**src/rtl/pea_pkg.sv**
```systemverilog
// PEA datapath constants.
package pea_pkg;

    localparam int N_BITS = 32;

endpackage

```
**src/rtl/stream_intf_pkg.sv**
```systemverilog
// Stream interface sizing shared by the PEA input and output crossbars.
package stream_intf_pkg;

    localparam int N_DMA_CH_PER_OUT_STREAM   = 4;
    localparam int N_PEA_DOUT_PER_OUT_STREAM = 4;

    typedef logic [$clog2(N_PEA_DOUT_PER_OUT_STREAM)-1:0] out_xbar_sel_t;

endpackage

```
**src/rtl/pea_dma_ch_fifo.sv**
```systemverilog
// Per-channel FIFO between a PEA lane and one DMA channel; head word is registered.
module pea_dma_ch_fifo #(
    parameter int DEPTH = 4,
    parameter int WIDTH = 32
) (
    input  logic             clk_i,
    input  logic             rst_i,
    input  logic             flush_i,
    input  logic             push_i,
    input  logic             pop_i,
    input  logic [WIDTH-1:0] din_i,
    output logic [WIDTH-1:0] dout_o,
    output logic             full_o,
    output logic             empty_o
);

    localparam int PW = $clog2(DEPTH);

    logic [PW-1:0]                wr_q, wr_d;
    logic [PW-1:0]                rd_q, rd_d;
    logic [PW:0]                  cnt_q, cnt_d;
    logic [DEPTH-1:0][WIDTH-1:0]  mem_q, mem_d;
    logic                         wr_en;
    logic                         rd_en;

    assign full_o  = (cnt_q == (PW+1)'(DEPTH));
    assign empty_o = (cnt_q == '0);
    assign dout_o  = mem_q[rd_q];

    // A full FIFO still accepts a push when the head leaves in the same cycle.
    assign wr_en = push_i & (~full_o | pop_i);
    assign rd_en = pop_i & ~empty_o;

    always_comb begin
        wr_d  = wr_q;
        rd_d  = rd_q;
        cnt_d = cnt_q;
        mem_d = mem_q;
        if (flush_i) begin
            wr_d  = '0;
            rd_d  = '0;
            cnt_d = '0;
        end else begin
            if (wr_en) begin
                mem_d[wr_q] = din_i;
                wr_d        = wr_q + 1'b1;
            end
            if (rd_en) begin
                rd_d = rd_q + 1'b1;
            end
            unique case ({wr_en, rd_en})
                2'b10:   cnt_d = cnt_q + 1'b1;
                2'b01:   cnt_d = cnt_q - 1'b1;
                default: cnt_d = cnt_q;
            endcase
        end
    end

    always_ff @(posedge clk_i or posedge rst_i) begin
        if (rst_i) begin
            wr_q  <= '0;
            rd_q  <= '0;
            cnt_q <= '0;
            mem_q <= '0;
        end else begin
            wr_q  <= wr_d;
            rd_q  <= rd_d;
            cnt_q <= cnt_d;
            mem_q <= mem_d;
        end
    end

endmodule

```
**src/rtl/pea_dma_xbar.sv**
```systemverilog
// Output crossbar: each DMA channel picks one PEA lane and buffers it in a FIFO,
// since the PEA cannot be stalled; dropped words are flagged and counted.
module pea_dma_xbar
    import stream_intf_pkg::*;
    import pea_pkg::*;
#(
    parameter int FIFO_DEPTH = 4
) (
    input  logic                                          clk_i,
    input  logic                                          rst_i,
    input  logic                                          flush_i,
    input  logic                                          cfg_we_i,
    input  out_xbar_sel_t [N_DMA_CH_PER_OUT_STREAM-1:0]   sel_i,
    input  logic [N_DMA_CH_PER_OUT_STREAM-1:0]            en_i,
    input  logic [N_PEA_DOUT_PER_OUT_STREAM-1:0]          pea_valid_i,
    input  logic [N_PEA_DOUT_PER_OUT_STREAM-1:0][N_BITS-1:0] pea_dout_i,
    output logic [N_DMA_CH_PER_OUT_STREAM-1:0]            dma_ch_valid_o,
    output logic [N_DMA_CH_PER_OUT_STREAM-1:0][N_BITS-1:0] dma_ch_dout_o,
    input  logic [N_DMA_CH_PER_OUT_STREAM-1:0]            dma_ch_ready_i,
    output logic [N_DMA_CH_PER_OUT_STREAM-1:0]            ovf_o,
    output logic [N_DMA_CH_PER_OUT_STREAM-1:0][15:0]      ovf_cnt_o
);

    localparam int N_CH = N_DMA_CH_PER_OUT_STREAM;

    out_xbar_sel_t [N_CH-1:0]              sel_q;
    logic [N_CH-1:0]                       en_q;
    logic [N_CH-1:0]                       ovf_q, ovf_d;
    logic [N_CH-1:0][15:0]                 ovf_cnt_q, ovf_cnt_d;
    logic [N_CH-1:0]                       push;
    logic [N_CH-1:0]                       pop;
    logic [N_CH-1:0]                       full;
    logic [N_CH-1:0]                       empty;
    logic [N_CH-1:0][N_BITS-1:0]           push_data;

    always_comb begin
        push      = '0;
        pop       = '0;
        push_data = '0;
        for (int j = 0; j < N_CH; j++) begin
            push[j]      = en_q[j] & pea_valid_i[sel_q[j]];
            push_data[j] = pea_dout_i[sel_q[j]];
            pop[j]       = ~empty[j] & dma_ch_ready_i[j];
        end
    end

    always_comb begin
        ovf_d     = ovf_q;
        ovf_cnt_d = ovf_cnt_q;
        if (flush_i) begin
            ovf_d     = '0;
            ovf_cnt_d = '0;
        end else begin
            for (int j = 0; j < N_CH; j++) begin
                if (push[j] & full[j] & ~pop[j]) begin
                    ovf_d[j] = 1'b1;
                    if (ovf_cnt_q[j] != 16'hFFFF) begin
                        ovf_cnt_d[j] = ovf_cnt_q[j] + 16'd1;
                    end
                end
            end
        end
    end

    always_ff @(posedge clk_i or posedge rst_i) begin
        if (rst_i) begin
            sel_q     <= '0;
            en_q      <= '0;
            ovf_q     <= '0;
            ovf_cnt_q <= '0;
        end else begin
            if (cfg_we_i) begin
                sel_q <= sel_i;
                en_q  <= en_i;
            end
            ovf_q     <= ovf_d;
            ovf_cnt_q <= ovf_cnt_d;
        end
    end

    for (genvar j = 0; j < N_CH; j++) begin : g_ch
        pea_dma_ch_fifo #(
            .DEPTH (FIFO_DEPTH),
            .WIDTH (N_BITS)
        ) u_fifo (
            .clk_i   (clk_i),
            .rst_i   (rst_i),
            .flush_i (flush_i),
            .push_i  (push[j]),
            .pop_i   (pop[j]),
            .din_i   (push_data[j]),
            .dout_o  (dma_ch_dout_o[j]),
            .full_o  (full[j]),
            .empty_o (empty[j])
        );
    end

    assign dma_ch_valid_o = ~empty;
    assign ovf_o          = ovf_q;
    assign ovf_cnt_o      = ovf_cnt_q;

endmodule

```
**config.mk**
```make
export PLATFORM = sky130hd
export DESIGN_NAME = pea_dma_xbar
export DESIGN_NICKNAME = d
export VERILOG_FILES = /design/src/rtl/pea_pkg.sv /design/src/rtl/stream_intf_pkg.sv /design/src/rtl/pea_dma_ch_fifo.sv /design/src/rtl/pea_dma_xbar.sv
export SDC_FILE = /design/constraint.sdc
export NUM_CORES = 2
export LEC_CHECK = 0
export BUFFER_PORTS_ARGS = -buffer_cell sky130_fd_sc_hd__buf_2
export CAP_MARGIN = 20
export CORE_MARGIN = 2
export CORE_UTILIZATION = 48
export DETAILED_ROUTE_END_ITERATION = 8
export PLACE_DENSITY = 0.64
export SLEW_MARGIN = 20
export SYNTH_ARGS = -nofsm -noshare
export SYNTH_HDL_FRONTEND = slang
export SYNTH_SLANG_ARGS = --single-unit
```
**constraint.sdc**
```tcl
create_clock -name clk_i -period 62.1 [get_ports clk_i]
set_input_delay 12.42 -clock clk_i [delete_from_list [all_inputs] [get_ports clk_i]]
set_output_delay 12.42 -clock clk_i [all_outputs]
set_load 0.05 [all_outputs]
```
==> metrics.cfg <==
[status]
status = finished, final reports clean

[job]
drv_cap = 0

[power_and_ir_drop]
combPwrFrac_pct = 39.6
irDropWorstVdd_mv = 0.0407
powerDensity_nw_per_um2 = 45.3
internal_power_mw = 1.00
switchingPower_mw = 0.632
p_seq_share_pct = 35.5
p_leak_nw = 16.3
swShare_pct = 38.7
clkPwrFrac_pct = 24.9

[hold_path]
hold_class = reg -> reg

[logic_synthesis]
synth_cell_types = 66
synthFlopType = dfrtp_1
synthArstFlopShare_pct = 100
synth_top_area_share_pct = 49.7
ys_warn_count = 0
synth-edff-count = 0
synthTopCellsByArea = dfrtp_1 50%, mux4_2 18%, mux2_2 18%
netlist_area_um2 = 31200
synthCells = 2043
synth_top_area_cell = dfrtp_1
ys_seq_elements = 620
avgSynthCellArea_um2 = 15.3
synth-seq-area-share_pct = 49.7
synth_fp_nets = 2219

[cts]
cts_hold_buffers = 0
post_cts_buffers = 0
ctsResizeCount = 0
htreeDepth = 3
cts_tree = built
clockBufferDepth = 3
clock_latency_ps = 600
numCtsBuffers = 70
clockRootBuffer = clkbuf_16
clk_pin_slew_worst_paths_ps = 60
clock-sinks = 620

[timing]
setup_tns_ps = 0
finClkSkew_ps = 22.0
finalCriticalPeriod_ps = 15150
setup_violations = 0
fmax_ghz = 0.0660
fin_crit_sh_pct = 24.4
rsz0062_at_grt = no
slew_headroom_pct = 26.6
slew_violations = 0
hold_violations = 0
tightest_slew_ps = 1090

[setup_path]
end_kind = output port
worstPathRequired_ps = 49680
critPathMaxFanout = 21
worstPathArrival_ps = 2730
start_kind = flip-flop
worstSetupPathType = reg -> out

[floorplan]
io_pins = 352
rows = 93
dieArea_um2 = 67100
die_h_um = 259
die_w_um = 259
coreArea_um2 = 64300
start_util_pct = 48.6

[drt]
viasPerCell = 6.10
drtIter0Drc = 1620
drcViolationCount = 0
routedWlPerCell_um = 26.5
drt_wl_total_mm = 87.1
routed-via-count = 20008
ant_nets = 0
firstDrtPassIters = 5

[grt]
grtUsageTotal_pct = 26.3
grt_overflow = 0
grt_max_degree = 112
antenna_found_initial = 28
grt_pass1_vias = 20849
grt_pass1_wl_mm = 132

[layout]
syn_to_final_growth_pct = 15.3
nNetsFinal = 2539
instances_no_fill = 3280
layout_commonest_cell = dfrtp_1
layout_common_cells = 607 x dfrtp_1, 494 x mux2_2, 350 x buf_2, 256 x mux4_2, 82 x nor2_1
nFillCells = 5151
drive_gt1_share_pct = 54.3

[placed_design]
place_congestion = 0.862
portBuffers = 351
dp_hpwl_mm = 60.2
dp_cells = 3145

flip-flops by register name, summed over array words and instances (netlist names):
signal,count
en_q,4
sel_q,8
ovf_cnt_o,64
g_ch.u_fifo.cnt_q,12
g_ch.u_fifo.wr_q,8
g_ch.u_fifo.mem_q,512
ovf_o,4
g_ch.u_fifo.rd_q,8
cell families after synthesis:
group	after synthesis	share of synthesized area, %
DFF	620	49.7
buffers and inverters	167	2.37
AOI/OAI and AO/OA	98	2.17
and+or+nand+nor	278	4.65
muxes	802	38.6
xor gates and xnor gates	54	1.51
adders and majority gates	24	1.06
cell usage after synthesis (all sizes together) (2+ instances only):
library cell	n
a211o	2
dfrtp	620
nand4	13
ha	20
and3	14
nand2b	5
a211oi	10
nand2	48
or3b	3
nor3	13
or4b	2
nor2	82
a21oi	26
o211ai	9
mux2i	12
inv	25
nand3	25
nor2b	9
a31oi	3
o22ai	3
fa	4
a2111oi	7
or4	8
xnor2	32
mux2	531
o21ai	18
clkbuf	64
and2	15
or3	14
buf	78
a31o	2
o2111ai	2
o31ai	7
mux4	259
and4	8
xor2	22
nor4b	4
nor4	10
a22oi	3
layer usage:
layer / GRT usage [%] / wire length, µm
met5: 0 / 185
met4: 8.62 / 2450
met2: 41.9 / 42000
met3: 7.23 / 7270
met1: 35.3 / 35100
final timing paths:
kind | start | endpoint | slack (ps) | cells after the start
max | g_ch[1].u_fifo.rd_q[0] | dma_ch_dout_o[50] | 46950 | 3
min in group asynchronous | rst_i | g_ch[3].u_fifo.mem_q[8] | 11940 | 2
max in group asynchronous | rst_i | g_ch[0].u_fifo.rd_q[0] | 47090 | 5
min | g_ch[0].u_fifo.mem_q[1] | g_ch[0].u_fifo.mem_q[1] | 480 | 1
max reg2reg | sel_q[7] | g_ch[3].u_fifo.mem_q[99] | 58790 | 7
min reg2reg | g_ch[0].u_fifo.mem_q[1] | g_ch[0].u_fifo.mem_q[1] | 480 | 1
critical path: stages, from the launching register on:
cell	delay, ps
dfrtp_2	690
buf_4	510
mux4_2	650
buf_2	250
stage by stage:
| stage | setup WS, ps | cell area [µm²] | hold WS, ps | power (mW) | util, % |
|---|---|---|---|---|---|
| 5_1_grt | 46510 | 36000 | 505 | 1.71 | 56.0 |
| 4_1_cts | 46590 | 36000 | 488 | 1.65 | 55.9 |
| 3_3_place_gp | 46160 | 33700 | 463 | 1.22 | 52.4 |
| 6_report | 46950 | 36000 | 484 | 1.63 | 56.0 |
| 3_5_place_dp | 45930 | 33700 | 475 | 1.24 | 52.4 |
| 2_1_floorplan | 32320 | 31200 | 452 | 1.07 | - |
cell type report:
cell class	instances	area, µm²	area share (%)
Clock buffer	95	1980	5.49
Timing Repair Buffer	390	2060	5.73
Clock inverter	25	262	0.726
Sequential cell	620	15500	43.1
Tap cell	855	1070	2.97
Antenna cell	14	35.0	0.0972
Multi-Input combinational cell	1256	15000	41.6
Inverter	25	101	0.281
power by group through the flow:
stage	Combinational, mW	Sequential [mW]	Clock (mW)
global placement	0.643	0.575	0
finish	0.647	0.579	0.406
CTS	0.654	0.579	0.416
floorplan	0.512	0.557	0
global route	0.678	0.594	0.434
detailed placement	0.652	0.585	0
Power figures use the tool's default switching activity.
